--- src/rtl/serializer_fifo_if.sv ---
// Handshake bundle between an upstream word source, the serializer and the downstream chunk sink.
// The slave modport is the serializer's view; the master modport is the surrounding logic's view.
interface serializer_fifo_if #(
   parameter int unsigned G_OUT_SIZE = 8,
   parameter int unsigned G_RATIO    = 4
);
   localparam int unsigned IW = G_OUT_SIZE * G_RATIO;
   localparam int unsigned CW = $clog2(G_RATIO) + 1;

   logic                  s_valid_i;
   logic                  s_ready_o;
   logic [IW-1:0]         s_data_i;
   logic [CW-1:0]         s_count_i;
   logic                  m_valid_o;
   logic                  m_ready_i;
   logic [G_OUT_SIZE-1:0] m_data_o;
   logic                  m_last_o;

   modport slave (
      input  s_valid_i,
      input  s_data_i,
      input  s_count_i,
      input  m_ready_i,
      output s_ready_o,
      output m_valid_o,
      output m_data_o,
      output m_last_o
   );

   modport master (
      output s_valid_i,
      output s_data_i,
      output s_count_i,
      output m_ready_i,
      input  s_ready_o,
      input  m_valid_o,
      input  m_data_o,
      input  m_last_o
   );
endinterface

--- src/rtl/serializer_fifo.sv ---
// Wide-to-narrow serializer: one word per input handshake, emitted LSB-first as up to G_RATIO
// chunks with a last flag; a new word may load in the last-chunk cycle so output has no bubbles.
module serializer_fifo #(
   parameter int unsigned G_OUT_SIZE = 8,
   parameter int unsigned G_RATIO    = 4
) (
   input logic               clk_i,
   input logic               rst_i,
   serializer_fifo_if.slave  bus
);
   localparam int unsigned IW = G_OUT_SIZE * G_RATIO;
   localparam int unsigned CW = $clog2(G_RATIO) + 1;

   logic [IW-1:0] sh_q, sh_d;
   logic [CW-1:0] rem_q, rem_d;
   logic          valid_q, valid_d;
   logic [CW-1:0] cnt_eff;
   logic          last;
   logic          s_ready;
   logic          in_hs;
   logic          out_hs;

   assign last    = valid_q && (rem_q == CW'(1));
   // Combinational from m_ready_i so the next word can load in the final-chunk cycle.
   assign s_ready = !valid_q || (bus.m_ready_i && last);
   assign in_hs   = bus.s_valid_i && s_ready;
   assign out_hs  = valid_q && bus.m_ready_i;

   assign bus.s_ready_o = s_ready;
   assign bus.m_valid_o = valid_q;
   assign bus.m_data_o  = sh_q[G_OUT_SIZE-1:0];
   assign bus.m_last_o  = last;

   always_comb begin
      cnt_eff = bus.s_count_i;
      if ((bus.s_count_i == '0) || (bus.s_count_i > CW'(G_RATIO))) begin
         cnt_eff = CW'(G_RATIO);
      end

      sh_d    = sh_q;
      rem_d   = rem_q;
      valid_d = valid_q;
      if (in_hs) begin
         sh_d    = bus.s_data_i;
         rem_d   = cnt_eff;
         valid_d = 1'b1;
      end else if (out_hs) begin
         if (rem_q > CW'(1)) begin
            sh_d  = sh_q >> G_OUT_SIZE;
            rem_d = rem_q - CW'(1);
         end else begin
            valid_d = 1'b0;
            rem_d   = '0;
         end
      end
   end

   always_ff @(posedge clk_i) begin
      if (rst_i) begin
         sh_q    <= '0;
         rem_q   <= '0;
         valid_q <= 1'b0;
      end else begin
         sh_q    <= sh_d;
         rem_q   <= rem_d;
         valid_q <= valid_d;
      end
   end
endmodule

--- src/flat_wrapper.sv ---
// flat-port wrapper written by rule: the top's interface ports become plain ports
module serializer_fifo_flat 
#(
   parameter int unsigned G_OUT_SIZE = 8,
   parameter int unsigned G_RATIO    = 4
)
  (clk_i, rst_i, bus_s_valid_i, bus_s_data_i, bus_s_count_i, bus_m_ready_i, bus_s_ready_o, bus_m_valid_o, bus_m_data_o, bus_m_last_o);
  serializer_fifo_if #(.G_OUT_SIZE(G_OUT_SIZE), .G_RATIO(G_RATIO)) bus_i ();
  input logic clk_i;
  input logic rst_i;
  input wire logic [$bits(bus_i.s_valid_i)-1:0] bus_s_valid_i;
  input wire logic [$bits(bus_i.s_data_i)-1:0] bus_s_data_i;
  input wire logic [$bits(bus_i.s_count_i)-1:0] bus_s_count_i;
  input wire logic [$bits(bus_i.m_ready_i)-1:0] bus_m_ready_i;
  output wire logic [$bits(bus_i.s_ready_o)-1:0] bus_s_ready_o;
  output wire logic [$bits(bus_i.m_valid_o)-1:0] bus_m_valid_o;
  output wire logic [$bits(bus_i.m_data_o)-1:0] bus_m_data_o;
  output wire logic [$bits(bus_i.m_last_o)-1:0] bus_m_last_o;
  assign bus_i.s_valid_i = bus_s_valid_i;
  assign bus_i.s_data_i = bus_s_data_i;
  assign bus_i.s_count_i = bus_s_count_i;
  assign bus_i.m_ready_i = bus_m_ready_i;
  assign bus_s_ready_o = bus_i.s_ready_o;
  assign bus_m_valid_o = bus_i.m_valid_o;
  assign bus_m_data_o = bus_i.m_data_o;
  assign bus_m_last_o = bus_i.m_last_o;
  serializer_fifo #(.G_OUT_SIZE(G_OUT_SIZE), .G_RATIO(G_RATIO)) u_core (.clk_i(clk_i), .rst_i(rst_i), .bus(bus_i));
endmodule
--- config.mk ---
export PLATFORM = sky130hd
export DESIGN_NAME = serializer_fifo_flat
export DESIGN_NICKNAME = d
export VERILOG_FILES = /design/src/rtl/serializer_fifo_if.sv /design/src/rtl/serializer_fifo.sv /design/src/flat_wrapper.sv
export SDC_FILE = /design/constraint.sdc
export NUM_CORES = 1
export LEC_CHECK = 0
export ABC_AREA = 1
export BUFFER_PORTS_ARGS = -buffer_cell sky130_fd_sc_hd__buf_2
export CORE_UTILIZATION = 50
export CTS_BUF_LIST = sky130_fd_sc_hd__clkbuf_8
export DETAILED_ROUTE_END_ITERATION = 16
export PLACE_DENSITY_LB_ADDON = 0.25
export SKIP_LAST_GASP = 1
export SYNTH_ARGS = -nofsm -noshare
export SYNTH_HDL_FRONTEND = slang
export SYNTH_SLANG_ARGS = --single-unit
--- constraint.sdc ---
create_clock -name clk_i -period 1.52 [get_ports clk_i]
set_input_delay 0.076 -clock clk_i [delete_from_list [all_inputs] [get_ports clk_i]]
set_output_delay 0.076 -clock clk_i [all_outputs]
set_load 0.01 [all_outputs]
# [Word-level counts from Yosys, hierarchy flattened]
# Index checks and enable logic that the tools add are counted.
# W data, S select, Z words.
[totals] register_bits=36 input_bits=39 output_inout_bits=11
[classes] n_addsub=1 n_mux=10 magnitude_cmp=2 n_eq_ne=2 reduce_logical=12
[ops] cell="$mux W32" n=3
[ops] cell="$mux W3" n=4
[ops] cell="$logic_and A1 B1 Y1" n=4
[ops] cell="$reduce_and A2 Y1" n=2
[ops] cell="$reduce_bool A2 Y1" n=2
[ops] cell="$eq A3 B1 Y1 const B" n=1
[ops] cell="$gt A3 B1 Y1 const B" n=1
[ops] cell="$gt A3 B3 Y1 const B" n=1
[ops] cell="$logic_not A3 Y1" n=1
[ops] cell="$mux W1" n=3
[ops] cell="$sub A3 B1 Y3 const B" n=1
[ops] cell="$logic_or A1 B1 Y1" n=2
[ops] cell="$ne A2 B1 Y1 const B" n=1
[ops] cell="$logic_not A1 Y1" n=1

# [Logic depth before layout (Yosys ltp)]
[logic_depth] ltp_word=7 ltp_mapped=11

# [Worst setup path after synthesis]
# No wires, ideal clock.
[synth_timing] path_kind="register to register" start="register u_core.rem_q[1]" end="register u_core.sh_q[0]" path_slack_ps=124 path_stages_with_launch=11 required_ps=1403 setup_ps=117 arrival_time_ps=1279 path_cell_list="dfxtp_1 inv_1 ha_1 nand3_2 nand2_4 nand2_8 nand2_8 inv_8 buf_12 nor2_1 nor2_1"
[synth_via] elab_chain_cells=7 elab_cells_between_ends=10 cone_classes="order compare: 1; eq/ne: 1; mux: 1; reduce/logical: 7"
[synth_rtl] item="from (decl)" line="serializer_fifo.sv:15" text="logic [CW-1:0] rem_q, rem_d;"
[synth_rtl] item="from (signal assigned)" line="serializer_fifo.sv:65" text="rem_q <= rem_d;"
[synth_rtl] item="$eq A3 B1 Y1 *" line="serializer_fifo.sv:23" text="assign last = valid_q && (rem_q == CW'(1));"
[synth_rtl] item="$logic_and A1 B1 Y1 *" line="serializer_fifo.sv:23"
[synth_rtl] item="$logic_and A1 B1 Y1 *" line="serializer_fifo.sv:25" text="assign s_ready = !valid_q || (bus.m_ready_i && last);"
[synth_rtl] item="$logic_or A1 B1 Y1 *" line="serializer_fifo.sv:25"
[synth_rtl] item="net bus_s_ready_o" line="flat_wrapper.sv:15" text="output wire logic [$bits(bus_i.s_ready_o)-1:0] bus_s_ready_o;"
[synth_rtl] item="$logic_and A1 B1 Y1 *" line="serializer_fifo.sv:26" text="assign in_hs = bus.s_valid_i && s_ready;"
[synth_rtl] item="$reduce_bool A2 Y1 (no line)"
[synth_rtl] item="$reduce_and A2 Y1 (no line)"
[synth_rtl] item="to (signal assigned)" line="serializer_fifo.sv:60" text="sh_q <= '0;"
[synth_rtl] item="to (signal assigned)" line="serializer_fifo.sv:64" text="sh_q <= sh_d;"
[synth_rtl] item="to (decl)" line="serializer_fifo.sv:14" text="logic [IW-1:0] sh_q, sh_d;"
# The timed path passes the listed nets; every way through them passes the cells marked *.
# A chain may end at the register's enable or synchronous reset.

# [Worst setup path in the final report]
[layout_timing] start="register u_core.rem_q[1]" end="register u_core.sh_q[7]"
[layout_via] elab_chain_cells=7 elab_cells_between_ends=10 cone_classes="order compare: 1; eq/ne: 1; mux: 1; reduce/logical: 7"
[layout_rtl] item="$eq A3 B1 Y1" line="serializer_fifo.sv:23"
[layout_rtl] item="$logic_and A1 B1 Y1" line="serializer_fifo.sv:23"
[layout_rtl] item="$logic_and A1 B1 Y1" line="serializer_fifo.sv:25"
[layout_rtl] item="$logic_or A1 B1 Y1" line="serializer_fifo.sv:25"
[layout_rtl] item="$logic_and A1 B1 Y1" line="serializer_fifo.sv:26"
[layout_rtl] item="$reduce_bool A2 Y1 (no line)"
[layout_rtl] item="$reduce_and A2 Y1 (no line)"
# Several ways; a longest one is shown, not always the timed one.

==> run metrics <==
number of max-cap violations 0; diodes inserted 0; cts bufs inserted 5; vias in the first global route 1500; CTS tree done; Reg2Reg Depth 9; CP bufs+invs 3; Avg Cell Area, Syn 7.14 µm²; CTS clk-pin slew, worst paths 70 ps; CP arrival 1630 ps; Synth cell types 30; Hold Vio Cnt, Final 0; remaining antenna violation count 0; Layout area overhead 16.5%; CP max stage delay 310 ps; Core ar. 3740 µm²; Seq/Total Area, Yosys 36.0%; num rows 22; CTS H-Tree Depth 2; largest net degree at the start of global routing 28; initial drt markers 58; Mapped Area 2000 µm²; worst vdd rail ir drop 0.606 mV; slowest cell on the critical path dfxtp_1; Crit Path Category reg -> reg; worst path required time 1700 ps; Worst Tran Pin Value 571 ps; commonest cells after routing, fill and taps aside 84 x nand2_1, 49 x buf_2, 37 x nor2_1, 36 x dfxtp_1, 20 x inv_1; Synth Register Bits 36; num ports 50; fmax 0.686 GHz; Die ar. 4260 µm²; Critical R2R Capture u_core.sh_q[7]$_SDFFE_PP0P_; post-route cell area 2330 µm²; PortBufs 49; CP Launch Type register; CP cell instances inv_1 > ha_4 > nand3_2 > nand2_4 > nand2_8 > buf_4 > buf_4 > nand3_1 > a21oi_2; Fin Setup TNS 0 ps; antenna violations before repair 0; Syn Inst Count 280; # setup viols final 0; First-pass DRT Iterations 4; placed cell areas 2170 µm²; synth top area cells dfxtp_1 36%, nand2_1 16%, nor2_1 6.9%; most common cell after layout, fill and taps aside nand2_1; starting density of the core 53.4%; Pwr Density 1100 nW/µm²; Clock Tree Buf Depth 2; min-delay src bus_s_data_i[24]; status finished clean; Hold WC Path Type in -> reg; die extent in y 65.2 µm; register-to-register setup slack 60 ps; DR DRC count 0; Via-to-Cell Ratio 4.83; Net Count, Synth 322; Most common cell on crit path buf_4; Clk Latency, worst-skew pair 290 ps; via count 1798; Clock Skew 1.62 ps; Root Driver clkbuf_8; critical path launch point u_core.rem_q[1]$_SDFFE_PP0P_; WL final 4080 µm; Final Cycle Share 95.9%; layout cells sized above 1 30.2%; Worst Path Max Fanout 8; first-pass GRT wire length 6360 µm; end of the critical path u_core.sh_q[7]$_SDFFE_PP0P_; synth warn 0; Leakage Power 1.15 nW; Rel. slew slack 61.9%; Non-Filler Instances 372; Worst path depth 9; Tmin final 1460 ps; grt total ovfl 0; top cell type by total area after synthesis dfxtp_1; clock sinks 36; final net count 366; delay-heaviest family, CP buffers and inverters; WL per Instance 11.0 µm; FF-to-FF Start u_core.rem_q[1]$_SDFFE_PP0P_; final slew viol count 0; dpl hpwl 2710 µm; Die W 65.2 µm; final RePlAce weighted congestion 0.826; post-synth top area share 36.0%; placed cells 361; Setup crit end kind register; Finished Core Util 62.2%; GRT Resource Usage Total 19.9%
[repair_timing]
item | CTS | global route
cloned | 0 | 2
setup endpoints to repair | 1 | 30
resized for setup | 1 | 10
pin swaps | 0 | 3
hold endpoints to repair | 0 | 0
hold buffers | 0 | 0
buffers inserted | 0 | 2
[tightest hold or removal path: stages]
cell	delay (ps)
buf_2	90
nand2_1	50
a21oi_1	50
[synth_stat cells, drive strengths merged]
master and count:
a21oi 15, buf 18, clkbuf 4, dfxtp 36, ha 3, inv 23
nand2 92, nand3 23, nand3b 1, nand4 2, nor2 40, o21ai 21
or2 1, xnor2 1
[worst min path at each step]
stage	endpoint	depth (start not counted)	slack (ps)
2_1_floorplan	u_core.sh_q[24]$_SDFFE_PP0P_	2	220
3_3_place_gp	u_core.sh_q[28]$_SDFFE_PP0P_	3	330
3_5_place_dp	u_core.sh_q[24]$_SDFFE_PP0P_	3	330
4_1_cts	u_core.sh_q[24]$_SDFFE_PP0P_	3	20
5_1_grt	u_core.sh_q[28]$_SDFFE_PP0P_	3	30
6_report	u_core.sh_q[24]$_SDFFE_PP0P_	3	30
[final cells by class]
class / instances / area, µm²
Sequential cell: 36 / 721
Clock buffer: 5 / 68.8
Inverter: 23 / 110
Tap cell: 48 / 60.1
Clock inverter: 2 / 8.76
Fill cell: 368 / 1410
Multi-Input combinational cell: 201 / 1040
Timing Repair Buffer: 57 / 320
[stage by stage]
step	hold WS (ps)	setup WS, ps	power, mW
after floorplan	223	124	1.82
after global placement	331	74.4	1.89
after detailed placement	333	15.8	1.90
after CTS	21.3	16.7	2.54
after global routing	29.2	-11.6	2.75
final	31.3	62.8	2.57
[state kept, by name, indices dropped and copies added (netlist names)]
register / flops
u_core.bus.m_valid_o: 1
u_core.sh_q: 32
u_core.rem_q: 3
[routing by layer]
metal / vias up / track usage [%] / share of wire [%]
met4: 0 / 7.34 / 1.4
li1: 956 / - / -
met2: 42 / 31.3 / 45
met1: 793 / 24.9 / 49
met5: - / 0 / 0
met3: 7 / 6.77 / 4.9
[report_power, final]
part | total (mW) | internal (mW) | switching (mW)
Sequential | 1.14 | 1.07 | 0.0697
Clock | 0.625 | 0.304 | 0.320
Combinational | 0.809 | 0.321 | 0.488
[cells by family (layout without fill, tap and decap cells)]
logic type               Yosys count  count (layout)  synth area share [%]
buffers and inverters             45              87                  13.8
flip-flops                        36              36                  36.0
adder cells (fa/ha/maj)            3               3                  1.88
AO/OA/AOI/OAI                     36              36                  10.5
XOR/XNOR                           1               1                 0.438
AND/OR/NAND/NOR                  159             161                  37.4
Power figures use the tool's default switching activity.
